$ cat config.mk
export PLATFORM = sky130hd
export DESIGN_NAME = calc_inverter
export DESIGN_NICKNAME = d
export VERILOG_FILES = /design/src/rtl/calc_inverter.sv
export SDC_FILE = /design/constraint.sdc
export NUM_CORES = 1
export LEC_CHECK = 0
export ABC_AREA = 1
export BUFFER_PORTS_ARGS = -buffer_cell sky130_fd_sc_hd__buf_2
export CORE_MARGIN = 2
export CORE_UTILIZATION = 55
export DETAILED_ROUTE_END_ITERATION = 10
export MAX_ROUTING_LAYER = met4
export PLACE_DENSITY = 0.76
export SYNTH_ARGS = -nofsm -noshare
export SYNTH_HDL_FRONTEND = slang
export SYNTH_SLANG_ARGS = --single-unit
$ cat constraint.sdc
create_clock -name clk -period 7.35 [get_ports clk]
set_input_delay 1.47 -clock clk [delete_from_list [all_inputs] [get_ports clk]]
set_output_delay 1.47 -clock clk [all_outputs]
set_load 0.02 [all_outputs]
$ cat src/rtl/calc_inverter.sv
`timescale 1ns / 1ps
// calc_inverter: iterative inverse of the square/cube/factorial calculator.
// Define CALC_INV_EARLY_EXIT_EN to end square/cube misses once f(k) exceeds value.
module calc_inverter (
    input  logic       clk,
    input  logic       rst,
    input  logic       start,
    input  logic [1:0] opcode,
    input  logic [8:0] value,
    output logic       busy,
    output logic       done,
    output logic [2:0] x,
    output logic       match
);

    typedef enum logic [1:0] {
        StIdle,
        StSearch,
        StDone
    } state_e;

    state_e     state_q, state_d;
    logic [2:0] k_q, k_d;
    logic [2:0] x_q, x_d;
    logic       match_q, match_d;
    logic [8:0] val_q, val_d;
    logic [1:0] op_q, op_d;

    logic [8:0] kk;
    logic [8:0] fk;
    logic       hit;
    logic       over;

    assign kk = {6'd0, k_q};

    // Forward map for the current candidate; 9 bits never overflow (7^3 = 343).
    always_comb begin
        fk = '0;
        case (op_q)
            2'd0: fk = kk * kk;
            2'd1: fk = kk * kk * kk;
            2'd2: begin
                case (k_q)
                    3'd0, 3'd1: fk = 9'd1;
                    3'd2:       fk = 9'd2;
                    3'd3:       fk = 9'd6;
                    3'd4:       fk = 9'd24;
                    3'd5:       fk = 9'd120;
                    default:    fk = 9'd0;
                endcase
            end
            default: fk = '0;
        endcase
    end

    assign hit = (fk == val_q);

`ifdef CALC_INV_EARLY_EXIT_EN
    // Square and cube are monotonic, so overshooting value means no later k can match.
    assign over = ((op_q == 2'd0) || (op_q == 2'd1)) && (fk > val_q);
`else
    assign over = 1'b0;
`endif

    always_comb begin
        state_d = state_q;
        k_d     = k_q;
        x_d     = x_q;
        match_d = match_q;
        val_d   = val_q;
        op_d    = op_q;
        case (state_q)
            StIdle: begin
                if (start) begin
                    val_d   = value;
                    op_d    = opcode;
                    k_d     = 3'd0;
                    state_d = StSearch;
                end
            end
            StSearch: begin
                if (hit) begin
                    x_d     = k_q;
                    match_d = 1'b1;
                    state_d = StDone;
                end else if ((k_q == 3'd7) || over) begin
                    x_d     = 3'd0;
                    match_d = 1'b0;
                    state_d = StDone;
                end else begin
                    k_d = k_q + 3'd1;
                end
            end
            StDone: begin
                state_d = StIdle;
            end
            default: begin
                state_d = StIdle;
            end
        endcase
    end

    always_ff @(posedge clk or posedge rst) begin
        if (rst) begin
            state_q <= StIdle;
            k_q     <= 3'd0;
            x_q     <= 3'd0;
            match_q <= 1'b0;
            val_q   <= 9'd0;
            op_q    <= 2'd0;
        end else begin
            state_q <= state_d;
            k_q     <= k_d;
            x_q     <= x_d;
            match_q <= match_d;
            val_q   <= val_d;
            op_q    <= op_d;
        end
    end

    assign busy  = (state_q != StIdle);
    assign done  = (state_q == StDone);
    assign x     = x_q;
    assign match = match_q;

endmodule

; Yosys cells after proc, flatten, opt, wreduce, memory -nomap -nowiden
; Cells that the tools add are included.
[word_totals]
input_bits = 14
regBits = 20
out_inout_bits = 6
elab_cells = 49
[op_classes]
eq_ne = 15
n_mux = 14
mul = 2
add_sub_neg = 1
reduce_logical = 11
[op_table]
columns = cell, n
row1 = $pmux 7 s5, 1
row2 = $pmux 9 s3, 1
row3 = $mux 3, 5
row4 = $eq 3x3->1 const B, 3
row5 = $eq 9x9->1, 1
row6 = $mul 6x3->9, 1
row7 = $eq 3x2->1 const B, 2
row8 = $mul 3x3->6, 1
row9 = $mux 2, 3
row10 = $ne 2x2->1 const B, 3
row11 = $pmux 3 s2, 1
row12 = $reduce_and 2->1, 3
row13 = $reduce_bool 2->1, 3
row14 = $eq 2x1->1 const B, 2
row15 = $eq 2x2->1 const B, 2
row16 = $logic_not 2->1, 2
row17 = $pmux 2 s2, 1
row18 = $reduce_and 4->1, 1
row19 = $add 3x1->3 const B, 1
row20 = $eq 3x1->1 const B, 1
row21 = $logic_not 3->1, 1
row22 = $ne 3x3->1 const B, 1
row23 = $mux 1, 2
row24 = $reduce_or 2->1, 1

; Logic depth before layout (Yosys ltp)
[logic_depth]
depth_word = 7
depth_mapped = 22
depth_no_buf = 21

; Least setup slack after synthesis
; OpenSTA, ideal clock, no wires.
[synth_path]
path_kind = reg2reg
startpoint = register k_q[0]
endpoint = register k_q[1]
t_required_ns = 7.284
slack_ns = 4.230
arrival_time_ns = 3.054
path_stages_with_launch = 22
n_path_buf = 1
setup_time_ns = 0.066
period_less_slack_ns = 3.120
cell_sequence = dfrtp_1 > buf_2 > nand2_1 > inv_1 > ha_1 > o21bai_1 > nand2_1 > nor2_1 > fa_1 > ha_1 > or2_1 > nand2_1 > nand2_1 > nand3_1 > nand2_1 > nand2_1 > nand3_1 > nor2_1 > nand3_4 > nand2_2 > nand2_1 > nand2_1
[synth_via]
elab_chain_len = 7
word_cells_on_any_way = 20
classes_between = add/sub: 1 / mul: 2 / eq/ne: 9 / mux: 5 / reduce/logical: 3
[synth_lines]
columns = element, line_no
row1 = from (decl), 23  ; logic [2:0] k_q, k_d;
row2 = from (signal assigned), 113  ; k_q <= k_d;
row3 = branches (longest 7 deep; another with $mul 6x3->9), n/a
; Parallel ways; which one is timed is not known. The select of a mux whose other input is x is not followed.
; A chain may end at the register's enable or synchronous reset.

; Worst setup path in the final report
[layout_path]
startpoint = register k_q[2]
endpoint = register k_q[2]
; Same word-level chain as after synthesis.

==> qor.csv <==
stage,metric,value,unit
job,maxcap violations,0,
yosys,asr flop ratio synth,100.0,%
cts,hold buffers post-CTS,0,
timing,final hold violations,0,
cts,Clock Path Buffers,2,
placement,placed instance area,1754,sq um
die,I/O Pins,20,
pwr,Static Leak,0.001062,uW
pwr,Logic pwr share,55.2,%
yosys,most common cell in the netlist,nand2_1,
detailed_routing,Initial DRT Pass Iterations,4,
detailed_routing,drt wl/cell,11.81,microns
grt,initial antenna violation count,0,
final_layout,Util after Layout,63.34,%
cts,Clock Pin Slew Worst Setup and Hold Paths,0.11,ns
die,row cnt,19,
pwr,worst vdd ir,0.2036,mV
pwr,Clock power frac,9.3,%
setup_path,worst path arrival time,3.86,ns
setup_path,delay of the slowest critical-path stage,0.64,ns
grt,grt total ovfl,0,
timing,Final period util,49.27,%
final_layout,# diodes,0,
grt,vias in the first global route,1325,
timing,Final min period,3.621,ns
run_status,status,"complete, no violations",
die,Initial Util,58.61,%
timing,Final setup viols,0,
timing,RSZ-0062 raised after global routing,false,
min_path,Tightest Hold Check Type,reg2reg,
yosys,Synth Register Bits,20,
yosys,"top cells by count, synth","nand2_1 (66), inv_1 (36), nand3_1 (23), dfrtp_1 (20), nor2_1 (20)",
timing,hold slack,0.5109,ns
timing,actual slew at the worst max-slew pin,0.7421,ns
yosys,"Seq/Total Area, Yosys",30.44,%
die,Die X,58.68,microns
pwr,sequential share of power,35.5,%
yosys,Post-Syn Nets,263,
yosys,Synth Cell Area,1644,sq um
cts,CTS root buf,clkbuf_4,
timing,Slew headroom,50.47,%
die,Die Span Y,58.68,microns
setup_path,"Max stage delay cell, worst path",dfrtp_1,
setup_path,R2R Setup Slk,3.73,ns
final_layout,final instance area,1777,sq um
timing,achievable frequency,276.2,MHz
yosys,largest cells by area after synthesis,"dfrtp_1 (30%), nand2_1 (15%), ha_1 (13%), inv_1 (8.2%), nand3_1 (7.0%)",
pwr,Psw,274.3,uW
yosys,Netlist cell types,25,
yosys,main flop type after synthesis,dfrtp_1,
setup_path,Worst Path Max Fanout,11,
yosys,Post-Syn Instances,229,
cts,CTS H-tree lvls,1,
setup_path,critical path capture point type,flip-flop,
cts,CTS tree,done,
cts,worst skew pair latency,0.29,ns
yosys,cell taking the most area after synthesis,dfrtp_1,
final_layout,ratio of cells with drive above 1 in the final layout,14.57,%
grt,largest net degree at the start of global routing,23,
yosys,"Avg Cell Area, Syn",7.179,sq um
timing,final worst clock skew,0.001736,ns
setup_path,Buf/Inv on CP,1,
cts,clk sink count,20,
detailed_routing,Antenna Nets Post-Route,0,
grt,first-pass GRT wire length,5.768,mm
detailed_routing,post-route DRC violation count,0,
final_layout,Fillers,267,
pwr,Pwr per Cell Area,312.5,nW/um^2
pwr,P_int,280.8,uW
cts,post-CTS sizing,0,
setup_path,CP top delay family,simple AND/OR/NAND/NOR gates,
die,Core Box Area,2805,sq um
setup_path,Most common cell on crit path,nand2_1,
timing,"Slew Viols, Final",0,
yosys,number of flops mapped to enable cells by yosys,0,
final_layout,area grow syn2layout,8.067,%
cts,number of buffers created by CTS,3,
detailed_routing,Initial DRC Count,43,
placement,HPWL Detailed,2.605,mm
setup_path,worst path required time,7.59,ns
placement,# port buffers,19,
yosys,Yosys top cell area share,30.44,%
die,Die Area,3443,sq um
setup_path,critical path startpoint category,flip-flop,
grt,GR Util All Layers,22.54,%
timing,total negative slack,0,ns
detailed_routing,Detailed Route WL,3.282,mm
yosys,Synth Warn #,0,
setup_path,CP cell instances,nand2_1 > inv_1 > ha_1 > o21bai_1 > nand2_1 > nor2_1 > fa_1 > ha_1 > or2_1 > nand2_1 > nand2_1 > nand3_1 > nand2_1 > nand2_1 > nand3_1 > nor2_1 > nand3_4 > nand2_2 > nand2_1 > nand2_1,
detailed_routing,via count,1453,
detailed_routing,via/cell ratio,5.227,
setup_path,worst setup path class,reg2reg,
placement,GP Congestion,0.9088,
cts,setup bufs post-CTS,0,
pwr,switching share of power,49.41,%
final_layout,nets,283,
[tightest hold or removal path: stages, from the launching register on]
cell and delay [ns]:
dfrtp_1 0.36, nand2_1 0.05, nand2_1 0.07
[routing by layer]
layer	GRT usage, %	vias to the layer above	routed length (microns)	share of wire, %
li1	-	759	-	-
met1	31.50	663	1685	51
met2	34.67	27	1456	44
met3	2.637	4	102	3.1
met4	6.818	0	37	1.1
met5	-	-	0	0
[kinds of logic (layout without fill, tap and decap cells)]
logic type	Yosys count	after routing	synth area share (%)
simple gates	127	127	35.85
buf+inv	44	62	10.73
fa+ha+maj	20	20	16.59
flops	20	20	30.44
compound gates	16	16	5.175
xor+xnor	1	1	0.5328
mux	1	1	0.6849
[final cells by class]
cell class,instances,area [sq um],share of cell area (%)
multi-input cells,165,967.2,54.44
well taps,31,38.79,2.183
flip-flops and latches,20,500.5,28.17
inverters,40,152.6,8.592
clock buffers,3,22.52,1.268
repair buffers,19,95.09,5.352
[final timing paths]
kind,from,to,cells after the start
worst max-delay path,k_q[2],k_q[2],20
worst min-delay path,match,match,2
worst max register to register,k_q[2],k_q[2],20
worst min register to register,match,match,2
max in group asynchronous,rst,k_q[0],2
min in group asynchronous,rst,val_q[1],2
[cells in the final DEF (no fill, tap or decap), types with 2 or more instances in the layout]
cell type / netlist / routed
nand2_1: 66 / 66
inv_1: 36 / 36
nand3_1: 23 / 23
nor2_1: 20 / 20
dfrtp_1: 20 / 20
buf_2: 1 / 19
ha_1: 17 / 17
a21oi_1: 13 / 13
nand4_1: 7 / 7
inv_2: 3 / 3
nor2_4: 3 / 3
nand3_2: 3 / 3
fa_1: 3 / 3
clkbuf_4: 0 / 3
nand2_2: 2 / 2
[sequential cells by signal, indices dropped and copies added (netlist names)]
signal,count
val_q,9
match,1
x,3
k_q,3
op_q,2
state_q,2
[through the flow]
stage	instances	worst slack [ns]	total power [uW]
after floorplan	229	4.230	434.3
after global placement	275	3.832	493.3
after detailed placement	275	3.800	500.8
after CTS	278	3.767	552.8
after global routing	278	3.462	612.0
final	278	3.729	555.1
[power groups by stage]
stage               logic [uW]  clock network (uW)  registers [uW]
global route               353                57.4             201
CTS                        305                52.3             195
detailed placement         303                   0             198
global placement           297                   0             197
finish                     307                51.4             197
floorplan                  256                   0             178
No activity file was read; power rests on OpenSTA's default activity.
